## src/rtl/maj_vote_if.sv

```systemverilog
// Request/result bundle for maj_vote_arbiter.
// master = requesters plus result consumer, slave = the arbiter.
interface maj_vote_if #(
  parameter int NREQ  = 4,
  parameter int WIDTH = 8,
  parameter int CNT_W = 16
);
  localparam int IDW = $clog2(NREQ);

  logic [NREQ-1:0]       req;
  logic [NREQ*WIDTH-1:0] a_in;
  logic [NREQ*WIDTH-1:0] b_in;
  logic [NREQ*WIDTH-1:0] c_in;
  logic [NREQ-1:0]       gnt;
  logic [WIDTH-1:0]      d_out;
  logic [IDW-1:0]        d_id;
  logic                  d_valid;
  logic                  d_ready;
  logic                  busy;
  logic [CNT_W-1:0]      disagree_cnt;

  modport master (
    output req, a_in, b_in, c_in, d_ready,
    input  gnt, d_out, d_id, d_valid, busy, disagree_cnt
  );

  modport slave (
    input  req, a_in, b_in, c_in, d_ready,
    output gnt, d_out, d_id, d_valid, busy, disagree_cnt
  );
endinterface

```

## src/rtl/maj_vote_arbiter.sv

```systemverilog
// Round-robin arbiter sharing one bitwise 3-input majority unit among NREQ requesters.
// Optional disagreement counter is built when MAJ_DISAGREE_CNT_EN is defined.
module maj_vote_arbiter #(
  parameter int NREQ  = 4,
  parameter int WIDTH = 8,
  parameter int CNT_W = 16
) (
  input  logic       clk,
  input  logic       rst,
  maj_vote_if.slave  bus
);
  localparam int IDW = $clog2(NREQ);

  typedef enum logic [1:0] {IDLE, EVAL, HOLD} state_t;

  state_t           r_state;
  logic [IDW-1:0]   r_ptr;
  logic [WIDTH-1:0] r_a;
  logic [WIDTH-1:0] r_b;
  logic [WIDTH-1:0] r_c;
  logic [NREQ-1:0]  r_gnt;
  logic [WIDTH-1:0] r_dOut;
  logic [IDW-1:0]   r_dId;
  logic             r_dValid;
  logic             r_busy;

  logic             w_arbPoint;
  logic             w_hiFound;
  logic             w_loFound;
  logic [IDW-1:0]   w_hiWin;
  logic [IDW-1:0]   w_loWin;
  logic             w_found;
  logic [IDW-1:0]   w_winner;
  logic [WIDTH-1:0] w_maj;

  // Lowest requester above the pointer wins; otherwise wrap to the lowest at or below it.
  always_comb begin
    w_hiFound = 1'b0;
    w_loFound = 1'b0;
    w_hiWin   = '0;
    w_loWin   = '0;
    for (int i = NREQ - 1; i >= 0; i--) begin
      if (bus.req[i] && (i > int'(r_ptr))) begin
        w_hiFound = 1'b1;
        w_hiWin   = IDW'(i);
      end
      if (bus.req[i] && (i <= int'(r_ptr))) begin
        w_loFound = 1'b1;
        w_loWin   = IDW'(i);
      end
    end
    w_found  = w_hiFound | w_loFound;
    w_winner = w_hiFound ? w_hiWin : w_loWin;
  end

  assign w_arbPoint = (r_state == IDLE) || ((r_state == HOLD) && r_dValid && bus.d_ready);
  assign w_maj      = (r_a & r_b) | (r_a & r_c) | (r_b & r_c);

  always_ff @(posedge clk or posedge rst) begin
    if (rst) begin
      r_state  <= IDLE;
      r_ptr    <= IDW'(NREQ - 1);
      r_a      <= '0;
      r_b      <= '0;
      r_c      <= '0;
      r_gnt    <= '0;
      r_dOut   <= '0;
      r_dId    <= '0;
      r_dValid <= 1'b0;
      r_busy   <= 1'b0;
    end else begin
      r_gnt <= '0;
      case (r_state)
        IDLE, HOLD: begin
          if (w_arbPoint) begin
            r_dValid <= 1'b0;
            if (w_found) begin
              r_a     <= bus.a_in[w_winner*WIDTH +: WIDTH];
              r_b     <= bus.b_in[w_winner*WIDTH +: WIDTH];
              r_c     <= bus.c_in[w_winner*WIDTH +: WIDTH];
              r_ptr   <= w_winner;
              r_gnt   <= NREQ'(1) << w_winner;
              r_state <= EVAL;
              r_busy  <= 1'b1;
            end else begin
              r_state <= IDLE;
              r_busy  <= 1'b0;
            end
          end
        end
        EVAL: begin
          r_dOut   <= w_maj;
          r_dId    <= r_ptr;
          r_dValid <= 1'b1;
          r_state  <= HOLD;
        end
        default: begin
          r_state <= IDLE;
          r_busy  <= 1'b0;
        end
      endcase
    end
  end

  assign bus.gnt     = r_gnt;
  assign bus.d_out   = r_dOut;
  assign bus.d_id    = r_dId;
  assign bus.d_valid = r_dValid;
  assign bus.busy    = r_busy;

`ifdef MAJ_DISAGREE_CNT_EN
  logic [CNT_W-1:0] r_cnt;
  logic             w_disagree;

  assign w_disagree = |((r_a ^ r_b) | (r_a ^ r_c));

  // Counts each evaluation whose three operands differ anywhere; sticks at all-ones.
  always_ff @(posedge clk or posedge rst) begin
    if (rst) begin
      r_cnt <= '0;
    end else if ((r_state == EVAL) && w_disagree && (r_cnt != '1)) begin
      r_cnt <= r_cnt + 1'b1;
    end
  end

  assign bus.disagree_cnt = r_cnt;
`else
  assign bus.disagree_cnt = {CNT_W{1'b0}};
`endif

endmodule

```

## src/flat_wrapper.sv

```systemverilog
// flat-port wrapper written by rule: the top's interface ports become plain ports
module maj_vote_arbiter_flat 
#(
  parameter int NREQ  = 4,
  parameter int WIDTH = 8,
  parameter int CNT_W = 16
)
  (clk, rst, bus_req, bus_a_in, bus_b_in, bus_c_in, bus_d_ready, bus_gnt, bus_d_out, bus_d_id, bus_d_valid, bus_busy, bus_disagree_cnt);
  maj_vote_if #(.NREQ(NREQ), .WIDTH(WIDTH), .CNT_W(CNT_W)) bus_i ();
  input  logic clk;
  input  logic rst;
  input wire logic [$bits(bus_i.req)-1:0] bus_req;
  input wire logic [$bits(bus_i.a_in)-1:0] bus_a_in;
  input wire logic [$bits(bus_i.b_in)-1:0] bus_b_in;
  input wire logic [$bits(bus_i.c_in)-1:0] bus_c_in;
  input wire logic [$bits(bus_i.d_ready)-1:0] bus_d_ready;
  output wire logic [$bits(bus_i.gnt)-1:0] bus_gnt;
  output wire logic [$bits(bus_i.d_out)-1:0] bus_d_out;
  output wire logic [$bits(bus_i.d_id)-1:0] bus_d_id;
  output wire logic [$bits(bus_i.d_valid)-1:0] bus_d_valid;
  output wire logic [$bits(bus_i.busy)-1:0] bus_busy;
  output wire logic [$bits(bus_i.disagree_cnt)-1:0] bus_disagree_cnt;
  assign bus_i.req = bus_req;
  assign bus_i.a_in = bus_a_in;
  assign bus_i.b_in = bus_b_in;
  assign bus_i.c_in = bus_c_in;
  assign bus_i.d_ready = bus_d_ready;
  assign bus_gnt = bus_i.gnt;
  assign bus_d_out = bus_i.d_out;
  assign bus_d_id = bus_i.d_id;
  assign bus_d_valid = bus_i.d_valid;
  assign bus_busy = bus_i.busy;
  assign bus_disagree_cnt = bus_i.disagree_cnt;
  maj_vote_arbiter #(.NREQ(NREQ), .WIDTH(WIDTH), .CNT_W(CNT_W)) u_core (.clk(clk), .rst(rst), .bus(bus_i));
endmodule
```

## config.mk

```make
export PLATFORM = sky130hd
export DESIGN_NAME = maj_vote_arbiter_flat
export DESIGN_NICKNAME = d
export VERILOG_FILES = /design/src/rtl/maj_vote_if.sv /design/src/rtl/maj_vote_arbiter.sv /design/src/flat_wrapper.sv
export SDC_FILE = /design/constraint.sdc
export NUM_CORES = 1
export LEC_CHECK = 0
export ABC_AREA = 1
export ABC_CLOCK_PERIOD_IN_PS = 1600
export CELL_PAD_IN_SITES_DETAIL_PLACEMENT = 1
export CELL_PAD_IN_SITES_GLOBAL_PLACEMENT = 1
export CORE_MARGIN = 5
export CORE_UTILIZATION = 26
export CTS_CLUSTER_DIAMETER = 60
export DETAILED_ROUTE_END_ITERATION = 6
export GPL_ROUTABILITY_DRIVEN = 0
export PLACE_DENSITY_LB_ADDON = 0.25
export SYNTH_ARGS = -nofsm -noshare
export SYNTH_HDL_FRONTEND = slang
export SYNTH_SLANG_ARGS = --single-unit
export TNS_END_PERCENT = 20
```

## constraint.sdc

```tcl
create_clock -name clk -period 1.6 [get_ports clk]
set_input_delay 0.48 -clock clk [delete_from_list [all_inputs] [get_ports clk]]
set_output_delay 0.48 -clock clk [all_outputs]
set_load 0.01 [all_outputs]
```

==> flow_summary.json, run 1 <==
{
  "status": "finished, violations left",
  "violations": "negative setup slack",
  "synth_top_cell_by_area": "dfrtp_1",
  "grt_usage": 0.157,
  "hold_violations": 0,
  "fp.dieH_um": 117,
  "via_per_inst": 4.58,
  "ys_seq_area_frac": 0.370,
  "cts_buffers": 5,
  "area_growth_syn_to_layout_pct": 66.9,
  "worst_ep_required_time_ps": 1810,
  "vias": 3351,
  "die_width_um": 117,
  "drv_slew": 0,
  "crit_slowest_cell": "dfstp_2",
  "ant_nets": 0,
  "cts.path.max_buffers": 2,
  "grt_pass1_vias": 3601,
  "clkLatencyLatePin_ps": 280,
  "rsz0062_at_grt": "yes",
  "synth_area_per_cell_sq_um": 6.79,
  "hp-class": "register to register",
  "period_needed_ps": 1800,
  "ys_warn_count": 0,
  "wl_per_cell_um": 15.4,
  "drt-initial-drc-count": 89,
  "synth_top_area_frac": 0.352,
  "row_count": 39,
  "grt_pass1_wl_um": 17200,
  "crit_type": "register to register",
  "port_buffers": 118,
  "path_common_cell": "nor2_8",
  "cp_num_buf_inv": 3,
  "synth_area_leaders": "dfrtp_1 35%, nand2_1 25%, nand3_1 11%, buf_4 5.0%, inv_1 3.4%",
  "gr-total-overflow": 0,
  "power_uw": 8900,
  "irDropWorstVdd_uv": 890,
  "drc": 0,
  "crit_arrival_ps": 2020,
  "finalWorstSetupSlack_ps": -202,
  "grt_max_degree": 45,
  "critical_path.cell_chain": "inv_2 -> nand2_4 -> nor2_8 -> nor2_8 -> nand2_1 -> nand2_2 -> clkinv_4 -> nor2_8 -> buf_12 -> nand2_1 -> nand3_1",
  "clk_pin_slew_ps": 60,
  "slowest_delay_ps": 580,
  "die-area_sq_mm": 0.0137,
  "cp_top_family": "simple AND/OR/NAND/NOR gates",
  "netlist_area_sq_mm": 0.00298,
  "p_leak_uw": 0.00254,
  "hpwl_um": 7950,
  "tritoncts": "done",
  "core_area_sq_mm": 0.0113,
  "final_cell_mix": "187 x nand2_1, 99 x clkdlybuf4s50_1, 61 x nand3_1, 42 x dfrtp_1, 24 x inv_1",
  "routed_wl_um": 11200,
  "start_util": 0.263,
  "clock_sinks": 44,
  "n_antenna_cell": 0,
  "antenna_found_initial": 0,
  "syn_inst": 439,
  "cp_max_fo": 15,
  "startpoint_type": "register",
  "root_buffer": "clkbuf_16",
  "boundaryPins": 135,
  "max_cap_viol_count": 0,
  "yosysUniqueCellTypes": 23,
  "finalNetCount": 691,
  "drt_first_pass_iters": 4,
  "cp-end-kind": "register",
  "final_common_cell": "nand2_1",
  "yosys_register_bits": 44,
  "htreeDepth": 2,
  "max_freq_mhz": 555,
  "place_ws_ps": -624,
  "power_density_mw_per_mm2": 1790,
  "drive_above_1_share": 0.168,
  "finalSetupViolCount": 32,
  "skew_ps": 2.12,
  "fin_crit_sh": 1.13
}
[worst paths after layout]
path,from,slack [ps],to,cells past startpoint
setup / recovery,u_core.r_ptr[0],-200,u_core.r_b[3],11
hold / removal,u_core.bus.busy,480,u_core.bus.busy,2
setup reg to reg,u_core.r_ptr[0],-200,u_core.r_b[3],11
hold reg to reg,u_core.bus.busy,480,u_core.bus.busy,2
max in group asynchronous,rst,780,u_core.r_ptr[0],3
min in group asynchronous,rst,550,u_core.bus.gnt[0],3
[state kept, by name (all words and copies together), names as in the netlist]
register / count
u_core.bus.d_out: 8
u_core.r_a: 8
u_core.r_b: 8
u_core.r_c: 8
u_core.bus.gnt: 4
u_core.bus.d_id: 2
u_core.r_ptr: 2
u_core.r_state: 2
u_core.bus.busy: 1
u_core.bus.d_valid: 1
[where the power goes]
part / switching (uW) / internal, uW
clock network: 401 / 885
logic: 3100 / 2450
registers: 380 / 1670
[logic make-up after synthesis]
logic type      after synthesis  synth area share
flops                        44             0.370
other cells                   1           0.00126
simple gates                295             0.445
compound gates               32            0.0575
buf+inv                      67             0.127
[synth_stat cells]
| cell type | number |
|---|---|
| nor2_8 | 3 |
| nor2_1 | 7 |
| o21ai_1 | 1 |
| nand3_4 | 2 |
| nand3_1 | 68 |
| a21oi_1 | 10 |
| buf_4 | 20 |
| buf_2 | 9 |
| a21oi_4 | 1 |
| clkbuf_1 | 1 |
| buf_6 | 5 |
| dfstp_2 | 2 |
| inv_1 | 27 |
| nand2_2 | 6 |
| nand4_1 | 1 |
| inv_4 | 1 |
| nand2_1 | 201 |
| nand2_4 | 5 |
| conb_1 | 1 |
| nor3_1 | 2 |
| inv_2 | 4 |
| o21ai_0 | 20 |
| dfrtp_1 | 42 |
[layout make-up]
cell class                      instances  area, sq um
Fill cell                            1382         6340
Sequential cell                        44         1100
Tap cell                              143          179
Inverter                               32          133
Clock buffer                            5          125
Timing Repair Buffer                  160         1670
Clock inverter                          2         60.1
Multi-Input combinational cell        345         1710
[routing by layer]
layer | track usage | share of wire
met1 | 0.187 | 0.40
met2 | 0.302 | 0.55
met3 | 0.0262 | 0.042
met4 | 0.0222 | 0.0036
met5 | 0 | 0
[worst min-delay path, delay by kind of cell (launching register included)]
family / cells / cell delay (ps)
flops: 1 / 340
simple gates: 2 / 100
[what timing repair did]
item                       in CTS  in global routing
resized for setup              42                 20
pin swaps                      16                 15
cloned                          3                  3
buffers inserted               12                  5
hold buffers                    0                  0
setup endpoints to repair      48                 32
[metrics by stage]
stage	TNS (ps)	area, sq um	hold WS [ps]	cells	util
2_1_floorplan	0	3060	450	454	-
3_3_place_gp	-16100	4410	466	702	0.390
3_5_place_dp	-18130	4410	473	702	0.390
4_1_cts	-3970	4840	484	724	0.427
5_1_grt	-8740	4980	502	731	0.440
6_report	-5370	4980	476	731	0.440
Note: power is estimated with default switching activity, not from simulation.
==> run 2: changes to the inputs <==
- CORE_MARGIN: 5 -> 8
- PLACE_DENSITY_LB_ADDON: 0.25 -> 0.1
==> flow_summary.json, run 2 (synthesis gave the netlist of run 1 again) <==
{
  "power_uw": 8110,
  "whs_path_depth": 2,
  "status": "finished, violations left",
  "boundaryPins": 135,
  "clk_pin_slew_ps": 60,
  "htreeDepth": 2,
  "drv_slew": 0,
  "rr_startpoint": "u_core.r_ptr[1]",
  "cp-end-kind": "register",
  "area.sequential_sq_mm": 0.00110,
  "gr-total-overflow": 0,
  "r2r_cells": 10,
  "cp_top_family": "simple AND/OR/NAND/NOR gates",
  "die-area_sq_mm": 0.0152,
  "core_area_sq_mm": 0.0113,
  "hpwl_um": 8430,
  "irDropWorstVdd_uv": 825,
  "startpoint_type": "register",
  "multi_input_area_sq_mm": 0.00161,
  "rsz0062_at_grt": "yes",
  "finalInstanceArea_sq_mm": 0.00473,
  "vias": 3265,
  "cp-startpoint": "u_core.r_ptr[1]",
  "finalWorstSetupSlack_ps": -175,
  "p_leak_uw": 0.00243,
  "port_buffers": 118,
  "die_width_um": 123,
  "r2r-end": "u_core.r_b[0]",
  "grt_pass1_vias": 3615,
  "fp.dieH_um": 123,
  "ant_nets": 0,
  "clock_sinks": 44,
  "worst_ep_required_time_ps": 1760,
  "cts_buffers": 5,
  "row_count": 39,
  "hold_path_end": "u_core.bus.d_id[1]",
  "drc": 0,
  "period_needed_ps": 1780,
  "grt_max_degree": 45,
  "place_area_sq_mm": 0.00444,
  "finalNetCount": 683,
  "min_from": "u_core.bus.d_id[1]",
  "max_cap_viol_count": 0,
  "finalSetupViolCount": 29,
  "final_cell_mix": "198 x nand2_1, 99 x clkdlybuf4s50_1, 68 x nand3_1, 42 x dfrtp_1, 25 x inv_1",
  "clkLatencyLatePin_ps": 280,
  "drt_first_pass_iters": 4,
  "final_common_cell": "nand2_1",
  "cp_num_buf_inv": 2,
  "critical_path.cell_chain": "inv_4 -> nand2_4 -> nor2_8 -> buf_4 -> a21oi_4 -> nand2_8 -> nand2_1 -> nand2_1 -> nand3_1 -> nand3_1",
  "drt-initial-drc-count": 138,
  "grt_pass1_wl_um": 17700,
  "num-fill-cells": 1435,
  "root_buffer": "clkbuf_16",
  "power_density_mw_per_mm2": 1720,
  "routed_wl_um": 10900,
  "hp-class": "register to register",
  "crit_arrival_ps": 1940,
  "crit_slowest_cell": "dfstp_2",
  "place_ws_ps": -613,
  "grt_usage": 0.145,
  "skew_ps": 1.81,
  "slowest_delay_ps": 570,
  "start_util": 0.263,
  "n_antenna_cell": 0,
  "tritoncts": "done",
  "max_freq_mhz": 563,
  "drive_above_1_share": 0.129,
  "fin_crit_sh": 1.11,
  "cp_max_fo": 32,
  "cts.path.max_buffers": 2,
  "antenna_found_initial": 0,
  "hold_violations": 0,
  "violations": "negative setup slack",
  "area_growth_syn_to_layout_pct": 58.5,
  "r2r_slack_ps": -180,
  "via_per_inst": 4.51,
  "crit_type": "register to register",
  "wl_per_cell_um": 15.0
}
==> run 2: routing by layer <==
layer	wire [um]	global-route usage	vias to the layer above
met3	490	0.0292	5
met2	5920	0.279	66
met4	42	0.0203	0
li1	-	-	1631
met5	0	0	-
met1	4410	0.163	1563
==> run 2: stage by stage <==
stage / cells / util / setup TNS (ps) / hold WS (ps)
3_3_place_gp: 707 / 0.392 / -16050 / 467
3_5_place_dp: 707 / 0.392 / -17210 / 477
4_1_cts: 723 / 0.414 / -3970 / 492
6_report: 724 / 0.418 / -3880 / 486
2_1_floorplan: 454 / - / 0 / 450
5_1_grt: 724 / 0.418 / -7820 / 514
==> run 2: what timing repair did <==
| action | in CTS | in global routing |
|---|---|---|
| gates cloned | 1 | 0 |
| setup buffers | 8 | 1 |
| gates resized for setup | 33 | 8 |
| pin swaps | 8 | 2 |
| setup endpoints to repair | 48 | 31 |
| hold buffers | 0 | 0 |
==> run 2: worst max path at each step <==
stage               slack [ps]             to  cells after the start
floorplan                    6  u_core.r_b[4]                     12
global placement          -560  u_core.r_b[6]                     12
detailed placement        -610  u_core.r_b[0]                     12
CTS                       -180  u_core.r_b[0]                     10
global route              -310  u_core.r_c[2]                     12
finish                    -180  u_core.r_b[0]                     10
==> run 2: worst min-delay path, stage by stage, from the launching register on <==
cell     delay [ps]
dfrtp_1         340
nand2_1          50
o21ai_0          60
==> run 2: layout make-up <==
cell class / instances / area share
repair buffers: 154 / 0.329
well taps: 143 / 0.0378
inverters: 32 / 0.0280
flip-flops and latches: 44 / 0.233
clock inverters: 2 / 0.00212
multi-input cells: 343 / 0.341
clock buffers: 6 / 0.0294
==> run 2: report_power, final <==
| part | internal (uW) | total (uW) | switching (uW) |
|---|---|---|---|
| logic | 2200 | 5070 | 2870 |
| registers | 1670 | 2020 | 348 |
| clock network | 615 | 1030 | 414 |
==> run 3: changes to the inputs <==
- SKIP_LAST_GASP: default -> 1
==> flow_summary.json, run 3 (synthesis gave the netlist of run 1 again) <==
{
  "clock_sinks": 44,
  "vias": 3284,
  "power_density_mw_per_mm2": 1730,
  "gr-total-overflow": 0,
  "rsz0062_at_grt": "yes",
  "cp_num_buf_inv": 2,
  "boundaryPins": 135,
  "fin_util": 0.417,
  "die-area_sq_mm": 0.0152,
  "routed_wl_um": 10900,
  "drt_first_pass_iters": 4,
  "switching_share": 0.442,
  "slowest_delay_ps": 570,
  "r2r_slack_ps": -170,
  "crit_slowest_cell": "dfstp_2",
  "drv_slew": 0,
  "violations": "negative setup slack",
  "grt_max_degree": 45,
  "crit_type": "register to register",
  "crit_arrival_ps": 1940,
  "worst_ep_required_time_ps": 1760,
  "cts.path.max_buffers": 2,
  "antenna_found_initial": 0,
  "drt-initial-drc-count": 134,
  "hp-class": "register to register",
  "min_from": "u_core.r_a[3]",
  "grt_usage": 0.145,
  "final.setup.tns_ps": -4940,
  "clk_pin_slew_ps": 60,
  "cp_max_fo": 32,
  "rr_startpoint": "u_core.r_ptr[1]",
  "finalNetCount": 683,
  "row_count": 39,
  "cts_buffers": 5,
  "whs_path_depth": 2,
  "p_int_uw": 4560,
  "core_area_sq_mm": 0.0113,
  "irDropWorstVdd_uv": 843,
  "status": "finished, violations left",
  "cp_top_family": "simple AND/OR/NAND/NOR gates",
  "htreeDepth": 2,
  "pwr-share-comb": 0.625,
  "max_cap_viol_count": 0,
  "wl_per_cell_um": 15.1,
  "die_width_um": 123,
  "hpwl_um": 8430,
  "area_growth_syn_to_layout_pct": 58.3,
  "hold_path_end": "u_core.r_a[3]",
  "skew_ps": 2.56,
  "fp.dieH_um": 123,
  "finalSetupViolCount": 46,
  "startpoint_type": "register",
  "hold_violations": 0,
  "tritoncts": "done",
  "via_per_inst": 4.54,
  "ant_nets": 0,
  "r2r_cells": 10,
  "port_buffers": 118,
  "period_needed_ps": 1770,
  "max_freq_mhz": 563,
  "fin_crit_sh": 1.11,
  "finalWorstSetupSlack_ps": -175,
  "n_antenna_cell": 0,
  "power_switching_uw": 3610,
  "num-fill-cells": 1447,
  "p_leak_uw": 0.00237,
  "final_common_cell": "nand2_1",
  "drc": 0,
  "clkLatencyLatePin_ps": 280,
  "ctsHoldBuffers": 0,
  "grt_pass1_vias": 3617,
  "final_cell_mix": "199 x nand2_1, 115 x clkdlybuf4s50_1, 68 x nand3_1, 42 x dfrtp_1, 27 x buf_4",
  "grt_pass1_wl_um": 17700,
  "cp-end-kind": "register",
  "r2r-end": "u_core.r_b[0]",
  "drive_above_1_share": 0.124,
  "start_util": 0.263,
  "critical_path.cell_chain": "inv_4 -> nand2_4 -> nor2_8 -> buf_4 -> a21oi_4 -> nand2_8 -> nand2_1 -> nand2_1 -> nand3_1 -> nand3_1",
  "pwr-share-clk": 0.126,
  "seq_power_share": 0.248,
  "root_buffer": "clkbuf_16"
}
run 3: changes by cell type in the layout (fill, tap and decap cells not counted), moves of 2 or more:
| cell | delta |
|---|---|
| clkdlybuf4s50_1 | +16 |
| buf_4 | +3 |
| dlygate4sd2_1 | -16 |
| buf_6 | -2 |
| o21ai_1 | -2 |
| o21ai_0 | +2 |
run 3: worst reg2reg max path: stages, from the launching register on:
cell and delay (ps):
dfstp_2 570, inv_4 70, nand2_4 110, nor2_8 70, buf_4 140, a21oi_4 210
nand2_8 180, nand2_1 130, nand2_1 50, nand3_1 70, nand3_1 70
run 3: worst max-delay path by stage:
stage / cells past startpoint / from / slack, ps / end
after global placement: 12 / bus_req[2] / -560 / u_core.r_b[6]
after global routing: 12 / u_core.r_ptr[1] / -310 / u_core.r_c[2]
after floorplan: 12 / u_core.r_ptr[1] / 6 / u_core.r_b[4]
final: 10 / u_core.r_ptr[1] / -170 / u_core.r_b[0]
after CTS: 10 / u_core.r_ptr[1] / -180 / u_core.r_b[0]
after detailed placement: 12 / bus_req[2] / -610 / u_core.r_b[0]
run 3: power by group through the flow:
stage               logic [uW]  registers [uW]  clock network (uW)
floorplan                 2940            2030                   0
global route              5750            2090                1090
detailed placement        4830            2040                   0
finish                    5110            2030                1030
global placement          4710            2030                   0
CTS                       5150            2030                1070
run 3: repair_timing:
item / CTS / global route
buffers inserted: 8 / 1
resized for setup: 13 / 3
endpoints found under the setup margin: 48 / 47
gates cloned: 1 / 0
pin swaps: 8 / 0
run 3: routing by layer:
metal,vias to the layer above,part of all wire,track usage
met5,-,0,0
met4,0,0.0039,0.0203
met3,5,0.044,0.0292
met2,61,0.54,0.279
met1,1588,0.41,0.164
li1,1630,-,-
run 3: area by class of cell:
| class | count | area [sq um] | share of cell area |
|---|---|---|---|
| Timing Repair Buffer | 154 | 1560 | 0.330 |
| Tap cell | 143 | 179 | 0.0379 |
| Inverter | 32 | 133 | 0.0281 |
| Sequential cell | 44 | 1100 | 0.234 |
| Clock inverter | 2 | 10.0 | 0.00212 |
| Multi-Input combinational cell | 343 | 1600 | 0.339 |
| Clock buffer | 6 | 139 | 0.0294 |
run 3: per-stage QoR:
stage | hold WS [ps] | instance area (sq um) | power, uW | cells | setup WS, ps
6_report | 488 | 4720 | 8170 | 724 | -175
5_1_grt | 514 | 4720 | 8940 | 724 | -308
2_1_floorplan | 450 | 3060 | 4970 | 454 | 5.62
4_1_cts | 492 | 4690 | 8240 | 723 | -179
3_3_place_gp | 467 | 4440 | 6750 | 707 | -564
3_5_place_dp | 477 | 4440 | 6870 | 707 | -613
